$ cat src/rtl/rf_pkg.sv
// rf_pkg: default geometry and shared helpers for the multiport register file
package rf_pkg;
    localparam int DATA_WIDTH_DEF = 32;
    localparam int ADDR_WIDTH_DEF = 5;
    localparam int DEPTH_DEF      = 32;

    function automatic logic [7:0] merge(input logic [7:0] old_b, input logic [7:0] new_b, input logic strb);
        if (strb) return new_b;
        return old_b;
    endfunction

    function automatic logic addr_ok(input logic [31:0] addr, input int depth, input logic zero_reg);
        return (addr < 32'(depth)) && !(zero_reg && addr == 32'd0);
    endfunction
endpackage

$ cat src/rtl/rf_read_port.sv
// rf_read_port: one registered read port; RF_WRITE_FWD_EN adds same-cycle write forwarding
module rf_read_port
    import rf_pkg::*;
#(
    parameter int DATA_WIDTH = DATA_WIDTH_DEF,
    parameter int ADDR_WIDTH = ADDR_WIDTH_DEF,
    parameter int DEPTH      = DEPTH_DEF,
    parameter bit ZERO_REG   = 1'b1
)(
    input  logic                    CLK,
    input  logic                    RST,
    input  logic                    READ,
    input  logic [ADDR_WIDTH-1:0]   ADDR,
    input  logic [DATA_WIDTH-1:0]   ENTRY,
`ifdef RF_WRITE_FWD_EN
    input  logic                    WR_EN,
    input  logic [ADDR_WIDTH-1:0]   ADDR_W,
    input  logic [DATA_WIDTH-1:0]   DATA_W,
    input  logic [DATA_WIDTH/8-1:0] WSTRB,
`endif
    output logic [DATA_WIDTH-1:0]   DATA_R,
    output logic                    VALID_R
);
    logic [DATA_WIDTH-1:0] rd_word;
    logic [DATA_WIDTH-1:0] rd_next;

`ifdef RF_WRITE_FWD_EN
    // overlay strobed bytes of an effective same-address write onto the stored entry
    always_comb begin
        rd_word = ENTRY;
        if (WR_EN && ADDR == ADDR_W)
            for (int k = 0; k < DATA_WIDTH/8; k++)
                rd_word[8*k +: 8] = merge(ENTRY[8*k +: 8], DATA_W[8*k +: 8], WSTRB[k]);
    end
`else
    assign rd_word = ENTRY;
`endif

    assign rd_next = addr_ok(32'(ADDR), DEPTH, ZERO_REG) ? rd_word : '0;

    // output register: load on read, hold data and drop VALID when idle
    always_ff @(posedge CLK or negedge RST)
        if (!RST) begin
            DATA_R  <= '0;
            VALID_R <= 1'b0;
        end else if (READ) begin
            DATA_R  <= rd_next;
            VALID_R <= 1'b1;
        end else
            VALID_R <= 1'b0;
endmodule

$ cat src/rtl/regfile_multiport.sv
// regfile_multiport: byte-strobed register file with NUM_RD registered read ports (RF_WRITE_FWD_EN enables write forwarding)
module regfile_multiport
    import rf_pkg::*;
#(
    parameter int DATA_WIDTH = DATA_WIDTH_DEF,
    parameter int ADDR_WIDTH = ADDR_WIDTH_DEF,
    parameter int DEPTH      = DEPTH_DEF,
    parameter int NUM_RD     = 2,
    parameter bit ZERO_REG   = 1'b1
)(
    input  logic                         CLK,
    input  logic                         RST,
    input  logic                         WRITE,
    input  logic [ADDR_WIDTH-1:0]        ADDR_W,
    input  logic [DATA_WIDTH-1:0]        DATA_W,
    input  logic [DATA_WIDTH/8-1:0]      WSTRB,
    input  logic [NUM_RD-1:0]            READ,
    input  logic [NUM_RD*ADDR_WIDTH-1:0] ADDR_R,
    output logic [NUM_RD*DATA_WIDTH-1:0] DATA_R,
    output logic [NUM_RD-1:0]            VALID_R
);
    generate
        if (DATA_WIDTH < 8 || DATA_WIDTH % 8 != 0) begin : g_bad_width
            $error("regfile_multiport: DATA_WIDTH must be a positive multiple of 8");
        end
        if (DEPTH < 1 || DEPTH > 2**ADDR_WIDTH) begin : g_bad_depth
            $error("regfile_multiport: DEPTH must be in 1..2**ADDR_WIDTH");
        end
        if (NUM_RD < 1 || NUM_RD > 4) begin : g_bad_ports
            $error("regfile_multiport: NUM_RD must be in 1..4");
        end
    endgenerate

    logic [DATA_WIDTH-1:0] mem [DEPTH];
    logic                  wr_en;

    assign wr_en = WRITE && addr_ok(32'(ADDR_W), DEPTH, ZERO_REG);

    // storage: cleared on reset, strobed bytes merged in on an effective write
    always_ff @(posedge CLK or negedge RST)
        if (!RST) begin
            for (int i = 0; i < DEPTH; i++)
                mem[i] <= '0;
        end else if (wr_en) begin
            for (int k = 0; k < DATA_WIDTH/8; k++)
                mem[ADDR_W][8*k +: 8] <= merge(mem[ADDR_W][8*k +: 8], DATA_W[8*k +: 8], WSTRB[k]);
        end

    generate
        for (genvar p = 0; p < NUM_RD; p++) begin : g_rd
            rf_read_port #(
                .DATA_WIDTH(DATA_WIDTH),
                .ADDR_WIDTH(ADDR_WIDTH),
                .DEPTH     (DEPTH),
                .ZERO_REG  (ZERO_REG)
            ) u_rd (
                .CLK    (CLK),
                .RST    (RST),
                .READ   (READ[p]),
                .ADDR   (ADDR_R[p*ADDR_WIDTH +: ADDR_WIDTH]),
                .ENTRY  (mem[ADDR_R[p*ADDR_WIDTH +: ADDR_WIDTH]]),
`ifdef RF_WRITE_FWD_EN
                .WR_EN  (wr_en),
                .ADDR_W (ADDR_W),
                .DATA_W (DATA_W),
                .WSTRB  (WSTRB),
`endif
                .DATA_R (DATA_R[p*DATA_WIDTH +: DATA_WIDTH]),
                .VALID_R(VALID_R[p])
            );
        end
    endgenerate
endmodule
$ cat config.mk
export PLATFORM = sky130hd
export DESIGN_NAME = regfile_multiport
export DESIGN_NICKNAME = d
export VERILOG_FILES = /design/src/rtl/rf_pkg.sv /design/src/rtl/rf_read_port.sv /design/src/rtl/regfile_multiport.sv
export SDC_FILE = /design/constraint.sdc
export NUM_CORES = 2
export LEC_CHECK = 0
export ABC_CLOCK_PERIOD_IN_PS = 1700
export BUFFER_PORTS_ARGS = -buffer_cell sky130_fd_sc_hd__buf_2
export CAP_MARGIN = 25
export CELL_PAD_IN_SITES_DETAIL_PLACEMENT = 1
export CELL_PAD_IN_SITES_GLOBAL_PLACEMENT = 2
export CORE_MARGIN = 10
export CORE_UTILIZATION = 42
export DETAILED_ROUTE_END_ITERATION = 16
export PLACE_DENSITY_LB_ADDON = 0.1
export SLEW_MARGIN = 20
export SYNTH_ARGS = -nofsm -noshare
export SYNTH_HDL_FRONTEND = slang
export SYNTH_HIERARCHICAL = 1
export SYNTH_SLANG_ARGS = --single-unit
$ cat constraint.sdc
create_clock -name CLK -period 1.7 [get_ports CLK]
set_input_delay 0.085 -clock CLK [delete_from_list [all_inputs] [get_ports CLK]]
set_output_delay 0.085 -clock CLK [all_outputs]
set_load 0.005 [all_outputs]
==> run_results.csv <==
group,metric,value,unit
final_layout,area_growth,34.8,%
synthesis,synth_xor_area_share,0,%
die,start_util,42.2,%
final_layout,drive_above_1_share,60.6,%
sta,finalHoldViolations,0,
synthesis,synth.distinct_cells,50,
synthesis,synth_edf_count,0,
place,dp_hpwl,198000,µm
setup_path,r2r_cells,8,
min_path,hold_start,"DATA_W[7]",
sta,hold_ws,0.0267,ns
synthesis,synth_top_family_by_area,"multiplexers",
sta,layout_min_cycle_time,2.14,ns
routing,via_per_inst,6.34,
setup_path,cp.required,2.35,ns
routing,drt_iter0_markers,4965,
die,die-area,173000,µm²
run,cap_viol_max_count,0,
sta,slew_headroom,45.7,%
setup_path,critPathTopFamily,"multiplexers",
final_layout,fin_cells,8123,
setup_path,critPathCaptureType,"register",
final_layout,post-route-util,56.9,%
synthesis,ys.flop_type,"dfrtp_1",
clock_tree,clockRootBuffer,"clkbuf_16",
setup_path,path_cells,"buf_6 -> mux4_2 -> nand2_2 -> a21o_1 -> a41oi_4 -> buf_6 -> buf_16 -> mux2_4",
setup_path,worstReg2RegStart,"mem[565]",
sta,setup_viol,1056,
synthesis,synth_commonest_cells,"dfrtp_1, mux2_2, mux4_2",
setup_path,cp_slowest_cell,"mux4_2",
clock_tree,htree_levels,4,
synthesis,synth_compound_gate_area_share,4.51,%
synthesis,synthArstFlopShare,100,%
synthesis,yosysTopAreaCellShare,41.4,%
clock_tree,insertion_delay,0.79,ns
die,ios,122,
routing,vias,51500,
min_path,hold_path_end,"mem[551]",
sta,maxSlewViolCount,0,
synthesis,yosys-top-cells-area,"dfrtp_1, mux4_2, mux2_2",
routing,drt-total-wl,290000,µm
place,io_buffers,121,
synthesis,synth_most_common_cell,"dfrtp_1",
setup_path,critPathMaxFanout,6,
synthesis,yosysTopAreaCell,"dfrtp_1",
sta,max_freq,468,MHz
place,place_congestion,0.871,
synthesis,avgSynthCellArea,14.2,µm²
sta,skew,0.0288,ns
setup_path,crit_arrival,2.79,ns
clock_tree,cts_buffer_depth,3,
status,status,"complete, but fails checks",
routing,dr.pass1.iters,5,
min_path,hp-class,"in -> reg",
sta,fin_ws,-0.439,ns
power,fin_total_pwr,99.9,mW
die,num_rows,145,
power,peakVddDrop,1.13,mV
sta,tightest_slew,0.812,ns
final_layout,fin_nets,6020,
grt,grt_pass1_wl,417000,µm
grt,gr-total-overflow,0,
synthesis,yosys_warnings,6,
grt,grt_max_degree,90,
place,dp_cells,7754,
setup_path,reg2reg_to,"mem[629]",
synthesis,yosysSeqAreaShare,41.4,%
setup_path,reg2reg_slack,-0.44,ns
sta,rsz0062_at_grt,"true",
status,violations,"setup timing",
synthesis,syn_inst,4653,
die,die_h,416,µm
clock_tree,clock-sinks,1090,
routing,wl_per_cell,35.7,µm
clock_tree,clk_pin_slew,0.06,ns
grt,antenna_found_initial,5,
setup_path,critPathBufInv,3,
clock_tree,numCtsBuffers,136,
sta,period_share,126,%
power,power.leakage,40.5,nW
setup_path,cpPeakStageDelay,0.46,ns
grt,track_usage,33.0,%
synthesis,syn_nets,4709,
synthesis,yosys_register_bits,1090,
routing,route.antenna.remaining_nets,0,
power,power.density,1130,nW/µm²
synthesis,synth_adder_area_share,0,%
setup_path,crit_top_cell,"buf_6",
min_path,hold_depth,5,
setup_path,start_kind,"register",
synthesis,syn_area,65900,µm²
clock_tree,cts_tree,"built",
grt,grt_pass1_vias,55600,
synthesis,synth-simple-area-share,3.47,%
die,die_w,416,µm
die,fp.coreArea,156000,µm²
routing,remaining_drc_errors,0,
synthesis,synthMuxAreaShare,46.6,%
setup_path,criticalPathCategory,"reg -> reg",
[area by class of cell]
| cell class | count | area [µm²] |
|---|---|---|
| Sequential cell | 1090 | 27300 |
| Inverter | 3 | 11.3 |
| Tap cell | 2058 | 2570 |
| Timing Repair Buffer | 1684 | 16400 |
| Clock buffer | 204 | 4150 |
| Multi-Input combinational cell | 3049 | 37900 |
| Fill cell | 14900 | 67300 |
| Clock inverter | 32 | 449 |
| Antenna cell | 3 | 7.51 |
[through the flow]
step | TNS (ns) | worst slack (ns) | area, µm²
2_1_floorplan | -141.19 | -0.349 | 67400
3_3_place_gp | -560.38 | -0.757 | 81300
3_5_place_dp | -587.84 | -0.742 | 81300
4_1_cts | -232.94 | -0.441 | 88000
5_1_grt | -336.19 | -0.501 | 88700
6_report | -238.40 | -0.439 | 88800
[cell families after synthesis]
kind of cell,Yosys count
buffers and inverters,514
multiplexers,2127
AO/OA/AOI/OAI,457
AND/OR/NAND/NOR,465
flip-flops,1090
[state kept, by name, indices dropped and copies added (netlist names)]
register,count
g_rd.u_rd/DATA_R,64
mem,1024
g_rd.u_rd/VALID_R,2
[cell usage in the layout, fill, tap and decap left out, types with 115 or more instances in the layout]
cell	n
buf_4	1167
clkbuf_16	143
nand2_1	184
dfrtp_1	1088
mux2_2	678
buf_12	260
mux4_2	657
mux2i_1	519
mux2_4	254
buf_6	115
[worst max-delay path by stage]
stage | cells past startpoint | start | endpoint
6_report | 8 | mem[565] | mem[629]
5_1_grt | 8 | mem[611] | mem[867]
4_1_cts | 6 | mem[547] | g_rd[1].u_rd/DATA_R[3]
3_5_place_dp | 8 | ADDR_R[5] | g_rd[1].u_rd/DATA_R[19]
3_3_place_gp | 8 | ADDR_R[5] | g_rd[1].u_rd/DATA_R[19]
2_1_floorplan | 8 | ADDR_R[0] | g_rd[0].u_rd/DATA_R[0]
[what timing repair did]
item                                     CTS  global route
pin swaps                                 56            46
gates cloned                              24             9
hold buffers                              12             0
hold endpoints to repair                1179             0
endpoints found under the setup margin  1057          1238
buffers inserted                          74            17
gates resized for setup                  280           179
[metal layers]
metal	global-route usage (%)	routed length (µm)
met4	15.9	16400
met2	52.9	136000
met1	43.8	119000
met3	5.21	18600
met5	0	41
[worst min-delay path, stage by stage]
cell and delay [ns]:
buf_2 0.08, nor2b_1 0.05, a41oi_2 0.17, buf_4 0.21
mux2_2 0.17
[where the power goes]
group	internal (mW)	total [mW]	leakage, nW	switching, mW
Sequential	31.5	37.4	14.1	5.93
Combinational	19.7	31.9	24.2	12.2
Clock	18.4	30.6	2.27	12.2
Total	69.6	99.9	40.5	30.3
Power figures use the tool's default switching activity.
